===== src/rtl/alu_shift_seq.sv =====
`timescale 1ns/1ps
`default_nettype none
// ============================================================================
// Module      : alu_shift_seq
// Description : Multi-cycle shift unit for the ALU datapath. Performs SLL,
//               SRL, SRA and ROR, moving at most STEP bit positions per clock.
//               The operation is started with a start/busy/done handshake.
//               The result and z/n/v flags are registered and held until the
//               next completion.
// Revision    : 1.0 - initial release
// ----------------------------------------------------------------------------
// Ports
//   clk      in   1        clock, rising edge
//   rst_n    in   1        asynchronous active-low reset
//   start    in   1        request; accepted on a rising edge while busy==0
//   mode     in   2        00 SLL, 01 SRL, 10 SRA, 11 ROR (sampled with start)
//   data_in  in   WIDTH    operand (sampled with start)
//   shamt    in   SHAMT_W  shift amount 0..WIDTH-1 (sampled with start)
//   busy     out  1        high while shifting
//   done     out  1        one-cycle pulse: result/flags newly valid
//   result   out  WIDTH    registered result
//   z        out  1        result == 0
//   n        out  1        result MSB
//   v        out  1        SLL only: a 1 was shifted out of the MSB
// ============================================================================
module alu_shift_seq #(
    parameter  int WIDTH   = 16,
    parameter  int STEP    = 1,
    localparam int SHAMT_W = $clog2(WIDTH)
) (
    input  logic               clk,
    input  logic               rst_n,
    input  logic               start,
    input  logic [1:0]         mode,
    input  logic [WIDTH-1:0]   data_in,
    input  logic [SHAMT_W-1:0] shamt,
    output logic               busy,
    output logic               done,
    output logic [WIDTH-1:0]   result,
    output logic               z,
    output logic               n,
    output logic               v
);

    // One extra bit so both STEP and WIDTH are representable as shift amounts.
    localparam int SW = SHAMT_W + 1;

    localparam logic [SW-1:0]    c_STEP     = SW'(STEP);
    localparam logic [SW-1:0]    c_WIDTH_SW = SW'(WIDTH);
    localparam logic [WIDTH-1:0] c_ONES     = {WIDTH{1'b1}};

    localparam logic [1:0] c_MODE_SLL = 2'b00;
    localparam logic [1:0] c_MODE_SRL = 2'b01;
    localparam logic [1:0] c_MODE_SRA = 2'b10;
    localparam logic [1:0] c_MODE_ROR = 2'b11;

    localparam logic [1:0] c_ST_IDLE  = 2'd0;
    localparam logic [1:0] c_ST_SHIFT = 2'd1;
    localparam logic [1:0] c_ST_DONE  = 2'd2;

    // ------------------------------------------------------------------------
    // Registers
    // ------------------------------------------------------------------------
    logic [1:0]         r_state_q,  w_state_d;
    logic [WIDTH-1:0]   r_work_q,   w_work_d;
    logic [SHAMT_W-1:0] r_cnt_q,    w_cnt_d;
    logic [1:0]         r_mode_q,   w_mode_d;
    logic               r_sign_q,   w_sign_d;
    logic               r_v_acc_q,  w_v_acc_d;
    logic [WIDTH-1:0]   r_result_q, w_result_d;
    logic               r_z_q,      w_z_d;
    logic               r_n_q,      w_n_d;
    logic               r_v_q,      w_v_d;

    // ------------------------------------------------------------------------
    // Combinational helpers
    // ------------------------------------------------------------------------
    logic               w_accept;
    logic [SW-1:0]      w_cnt_ext;
    logic [SW-1:0]      w_s;
    logic [WIDTH-1:0]   w_hi_mask;
    logic [WIDTH-1:0]   w_srl;
    logic [WIDTH-1:0]   w_rot_hi;
    logic [WIDTH-1:0]   w_shifted;
    logic               w_out_bits;

    // A request is taken whenever the unit is not mid-shift (IDLE or DONE).
    assign w_accept  = start && (r_state_q != c_ST_SHIFT);
    assign w_cnt_ext = {1'b0, r_cnt_q};

    always_comb begin
        w_s       = (w_cnt_ext < c_STEP) ? w_cnt_ext : c_STEP;
        // Top w_s bits set: the positions vacated by a right shift and the
        // positions leaving the word on a left shift.
        w_hi_mask = ~(c_ONES >> w_s);
        w_srl     = r_work_q >> w_s;
        // A shift by WIDTH yields zero, so w_s==0 leaves ROR an identity.
        w_rot_hi  = r_work_q << (c_WIDTH_SW - w_s);
        w_out_bits = |(r_work_q & w_hi_mask);
        w_shifted = r_work_q;
        case (r_mode_q)
            c_MODE_SLL: w_shifted = r_work_q << w_s;
            c_MODE_SRL: w_shifted = w_srl;
            // Fill from the sign latched at accept time.
            c_MODE_SRA: w_shifted = w_srl | (r_sign_q ? w_hi_mask : '0);
            c_MODE_ROR: w_shifted = w_srl | w_rot_hi;
            default:    w_shifted = r_work_q;
        endcase
    end

    // ------------------------------------------------------------------------
    // FSM: state register
    // ------------------------------------------------------------------------
    always_ff @(posedge clk or negedge rst_n) begin
        if (!rst_n) begin
            r_state_q <= c_ST_IDLE;
        end else begin
            r_state_q <= w_state_d;
        end
    end

    // ------------------------------------------------------------------------
    // FSM: next-state logic
    // ------------------------------------------------------------------------
    always_comb begin
        w_state_d = r_state_q;
        case (r_state_q)
            c_ST_IDLE, c_ST_DONE: begin
                if (w_accept) begin
                    w_state_d = (shamt == '0) ? c_ST_DONE : c_ST_SHIFT;
                end else begin
                    w_state_d = c_ST_IDLE;
                end
            end
            c_ST_SHIFT: begin
                // The remaining count fits in this step: finish now.
                if (w_cnt_ext <= c_STEP) begin
                    w_state_d = c_ST_DONE;
                end
            end
            default: w_state_d = c_ST_IDLE;
        endcase
    end

    // ------------------------------------------------------------------------
    // FSM: outputs
    // ------------------------------------------------------------------------
    always_comb begin
        busy   = (r_state_q == c_ST_SHIFT);
        done   = (r_state_q == c_ST_DONE);
        result = r_result_q;
        z      = r_z_q;
        n      = r_n_q;
        v      = r_v_q;
    end

    // ------------------------------------------------------------------------
    // Datapath next values
    // ------------------------------------------------------------------------
    always_comb begin
        w_work_d   = r_work_q;
        w_cnt_d    = r_cnt_q;
        w_mode_d   = r_mode_q;
        w_sign_d   = r_sign_q;
        w_v_acc_d  = r_v_acc_q;
        w_result_d = r_result_q;
        w_z_d      = r_z_q;
        w_n_d      = r_n_q;
        w_v_d      = r_v_q;

        if (w_accept) begin
            w_work_d  = data_in;
            w_cnt_d   = shamt;
            w_mode_d  = mode;
            w_sign_d  = data_in[WIDTH-1];
            w_v_acc_d = 1'b0;
        end else if (r_state_q == c_ST_SHIFT) begin
            w_work_d  = w_shifted;
            // w_s never exceeds the count, so the narrowing is lossless.
            w_cnt_d   = r_cnt_q - w_s[SHAMT_W-1:0];
            w_v_acc_d = r_v_acc_q | ((r_mode_q == c_MODE_SLL) && w_out_bits);
        end

        // Every transition into DONE (including a zero-shift accept from DONE)
        // publishes the work value computed on that same edge.
        if (w_state_d == c_ST_DONE) begin
            w_result_d = w_work_d;
            w_z_d      = (w_work_d == '0);
            w_n_d      = w_work_d[WIDTH-1];
            w_v_d      = (w_mode_d == c_MODE_SLL) && w_v_acc_d;
        end
    end

    // ------------------------------------------------------------------------
    // Datapath registers
    // ------------------------------------------------------------------------
    always_ff @(posedge clk or negedge rst_n) begin
        if (!rst_n) begin
            r_work_q   <= '0;
            r_cnt_q    <= '0;
            r_mode_q   <= '0;
            r_sign_q   <= 1'b0;
            r_v_acc_q  <= 1'b0;
            r_result_q <= '0;
            r_z_q      <= 1'b0;
            r_n_q      <= 1'b0;
            r_v_q      <= 1'b0;
        end else begin
            r_work_q   <= w_work_d;
            r_cnt_q    <= w_cnt_d;
            r_mode_q   <= w_mode_d;
            r_sign_q   <= w_sign_d;
            r_v_acc_q  <= w_v_acc_d;
            r_result_q <= w_result_d;
            r_z_q      <= w_z_d;
            r_n_q      <= w_n_d;
            r_v_q      <= w_v_d;
        end
    end

endmodule
`default_nettype wire


===== config.mk =====
export PLATFORM = sky130hd
export DESIGN_NAME = alu_shift_seq
export DESIGN_NICKNAME = d
export VERILOG_FILES = /design/src/rtl/alu_shift_seq.sv
export SDC_FILE = /design/constraint.sdc
export NUM_CORES = 1
export LEC_CHECK = 0
export ABC_CLOCK_PERIOD_IN_PS = 3070
export CAP_MARGIN = 20
export CORE_UTILIZATION = 48
export CTS_CLUSTER_SIZE = 25
export DETAILED_ROUTE_END_ITERATION = 10
export PLACE_DENSITY = 0.73
export SYNTH_ARGS = -nofsm -noshare
export SYNTH_HDL_FRONTEND = slang
export SYNTH_SLANG_ARGS = --single-unit

===== constraint.sdc =====
create_clock -name clk -period 3.07 [get_ports clk]
set_input_delay 0.614 -clock clk [delete_from_list [all_inputs] [get_ports clk]]
set_output_delay 0.614 -clock clk [all_outputs]
set_load 0.05 [all_outputs]

==> flow_summary.json, run 1 <==
{
  "max_cap_viol_count": 0,
  "dp_hpwl_um": 5960,
  "syn_inst": 310,
  "grt_max_degree": 45,
  "final_cells": 444,
  "wl_per_cell_um": 18.5,
  "viasPerCell": 5.98,
  "cts_resized": 0,
  "pwr-share-seq": 0.258,
  "post-place-cells": 435,
  "numPortBuffers": 45,
  "critPathArrivalTime_ns": 3.15,
  "place_congestion": 0.930,
  "finalMaxSlewViolations": 0,
  "synth_area_per_cell_um2": 8.91,
  "root_buffer": "clkbuf_8",
  "p_int_mw": 2.29,
  "clk_pin_slew_ns": 0.09,
  "cts_tree": "done",
  "finalCriticalPeriod_ns": 2.96,
  "power.share.clock": 0.102,
  "register_area_um2": 1100,
  "gr-total-overflow": 0,
  "timing.setup.tns_ns": 0,
  "cts_setup_buffers": 0,
  "powerDensity_nw_per_um2": 1290,
  "multi_input_comb_area_um2": 1550,
  "skew_ns": 0.00210,
  "drcViolationCount": 0,
  "num_vias": 2657,
  "grt_antenna_before_repair": 0,
  "cts_inserted_buffers": 5,
  "relSlewSlack": 0.520,
  "ctsHoldBuffers": 0,
  "wl_um": 8210,
  "dr.pass1.iters": 5,
  "leakage_nw": 1.56,
  "die-area_um2": 6060,
  "clk_latency_ns": 0.29,
  "nFillCells": 477,
  "nets": 401,
  "grtUsageTotal": 0.287,
  "ys.flop_type": "dfrtp_1",
  "antennaDiodeCount": 0,
  "io_pins": 46,
  "post-route-util": 0.645,
  "cts_buffer_depth": 2,
  "p_sw_mw": 2.32,
  "ant_nets": 0,
  "critPathKind": "reg -> reg",
  "num_rows": 27,
  "finalCritPeriodShare": 0.964,
  "ff2ff_setup_slack_ns": 0.11,
  "critPathCaptureType": "flip-flop",
  "grt_pass1_vias": 2547,
  "drive_gt1_frac": 0.156,
  "syn_to_final_growth_pct": 29.4,
  "async_flop_share": 1.00,
  "first_iter_violations": 303,
  "grt_pass1_wl_um": 13100,
  "clock-sinks": 44,
  "layout_setup_ws_ns": 0.110,
  "fmax_mhz": 338,
  "hold_viol_final": 0,
  "synth-seq-area-share": 0.399,
  "ys.warnings.count": 0,
  "status": "finished, final reports clean",
  "worst_slew_pin_slew_ns": 0.716,
  "synth_cell_types": 63,
  "h-tree-depth": 2,
  "die_x_um": 77.8,
  "core_area_um2": 5540,
  "rsz0062_at_grt": "false",
  "die_h_um": 77.8,
  "vdd_drop_max_mv": 0.749,
  "post-place-ws_ns": 0.0676,
  "p_comb_frac": 0.640,
  "netSwitchingFraction": 0.503,
  "setup.worst_path.start_class": "flip-flop",
  "ys_seq_elements": 44,
  "start_util": 0.498,
  "cp_max_fo": 6,
  "hold_path.class": "in -> async",
  "syn_area_um2": 2760,
  "setup_violations": 0,
  "required_ns": 3.26,
  "synth_enable_flop_cells": 0
}
[routing by layer]
metal	global-route usage	wire length, um	share of wire
met5	0	0	0
met4	0.126	221	0.027
met3	0.0588	606	0.074
met2	0.439	3700	0.45
met1	0.392	3680	0.45
[synthesized netlist by cell type (all sizes together) (3+ instances only)]
master,n,area (um^2)
nand2,69,259
dfrtp,44,1100
mux2i,23,243
a21oi,16,83.8
o21ai,15,75.1
nor2,13,48.8
inv,12,45.1
buf,10,66.3
clkbuf,10,37.5
a211oi,8,60.1
mux2,7,82.6
a221oi,5,43.8
ha,5,62.6
nor2b,5,31.3
nor3,5,30.0
a2111oi,4,41.3
a311oi,4,41.3
o21a,4,30.0
or3,4,25.0
a22o,3,26.3
and3,3,23.8
nor4,3,18.8
or4,3,22.5
[cell usage in the layout (no fill, tap or decap), types with 3 or more instances in the layout]
cell type / instances
a2111oi_0: 3
clkdlybuf4s50_1: 43
ha_1: 4
a221oi_1: 5
dfrtp_1: 44
buf_4: 27
mux2_2: 6
conb_1: 4
nor3_1: 4
nor2_1: 13
a311oi_1: 3
mux2i_1: 22
a22o_1: 3
inv_1: 10
or3_1: 4
nor2b_1: 5
a21oi_1: 15
o21ai_1: 3
o21ai_0: 12
a211oi_1: 8
o21a_1: 4
clkbuf_8: 6
nand2_1: 69
[state kept, by name, indices dropped and copies added, names as in the netlist]
signal     count
v              1
r_cnt_q        4
r_sign_q       1
z              1
r_mode_q       2
result        16
r_state_q      2
r_v_acc_q      1
r_work_q      16
[cells by family after synthesis]
kind of cell               count (synthesis)  synth area share
AOI/OAI and AO/OA                         77             0.201
other                                      2           0.00272
buffers and inverters                     34            0.0571
adders and majority gates                  5            0.0227
DFF                                       44             0.399
muxes                                     30             0.118
and+or+nand+nor                          118             0.200
[worst max-delay path, stage by stage, from the launching register on]
cell	delay, ns
dfrtp_1	0.39
or4_4	0.57
clkinv_4	0.07
ha_4	0.13
inv_1	0.05
ha_1	0.35
or3_1	0.36
a311oi_1	0.32
o21a_1	0.23
or4_1	0.15
nor3_2	0.04
a22o_1	0.21
[final timing paths]
check | start | endpoint | cells after the start
max in group asynchronous | rst_n | r_cnt_q[1]$_DFFE_PN0P_ | 2
min in group clk | result[13]$_DFFE_PN0N_ | result[13]$_DFFE_PN0N_ | 2
worst min register to register | result[13]$_DFFE_PN0N_ | result[13]$_DFFE_PN0N_ | 2
worst min-delay path | rst_n | result[0]$_DFFE_PN0N_ | 1
worst max register to register | r_cnt_q[3]$_DFFE_PN0P_ | z$_DFFE_PN0N_ | 11
worst max-delay path | r_cnt_q[3]$_DFFE_PN0P_ | z$_DFFE_PN0N_ | 11
[power groups by stage]
stage / registers [mW] / logic (mW) / clock network (mW)
finish: 1.19 / 2.95 / 0.473
global route: 1.22 / 3.17 / 0.502
CTS: 1.17 / 2.90 / 0.480
detailed placement: 1.18 / 2.88 / 0
global placement: 1.17 / 2.86 / 0
floorplan: 1.45 / 1.57 / 0
[metrics by stage]
stage                     power [mW]  hold WS (ns)  cell area [um^2]
final                           4.62         0.110              3570
after global routing            4.90         0.100              3570
after CTS                       4.55         0.475              3530
after detailed placement        4.05         0.458              3410
after global placement          4.03         0.453              3410
after floorplan                 3.02         0.318              2800
[final cells by class]
cell class              count  share of cell area
repair buffers             72               0.184
clock buffers               6              0.0231
well taps                  72              0.0252
clock inverters             2              0.0109
inverters                  14              0.0161
flip-flops and latches     44               0.308
multi-input cells         234               0.432
No activity file was read; power rests on OpenSTA's default activity.
==> run 2: changes to the inputs <==
--- a/config.mk
+++ b/config.mk
@@ -8,6 +8,7 @@
 export ABC_CLOCK_PERIOD_IN_PS = 3070
 export CAP_MARGIN = 20
 export CORE_UTILIZATION = 48
+export CTS_CLUSTER_DIAMETER = 150
 export CTS_CLUSTER_SIZE = 25
 export DETAILED_ROUTE_END_ITERATION = 10
 export PLACE_DENSITY = 0.73
==> results of run 2 <==
Same layout as run 1: the final DEF is identical, and so are final timing and power.
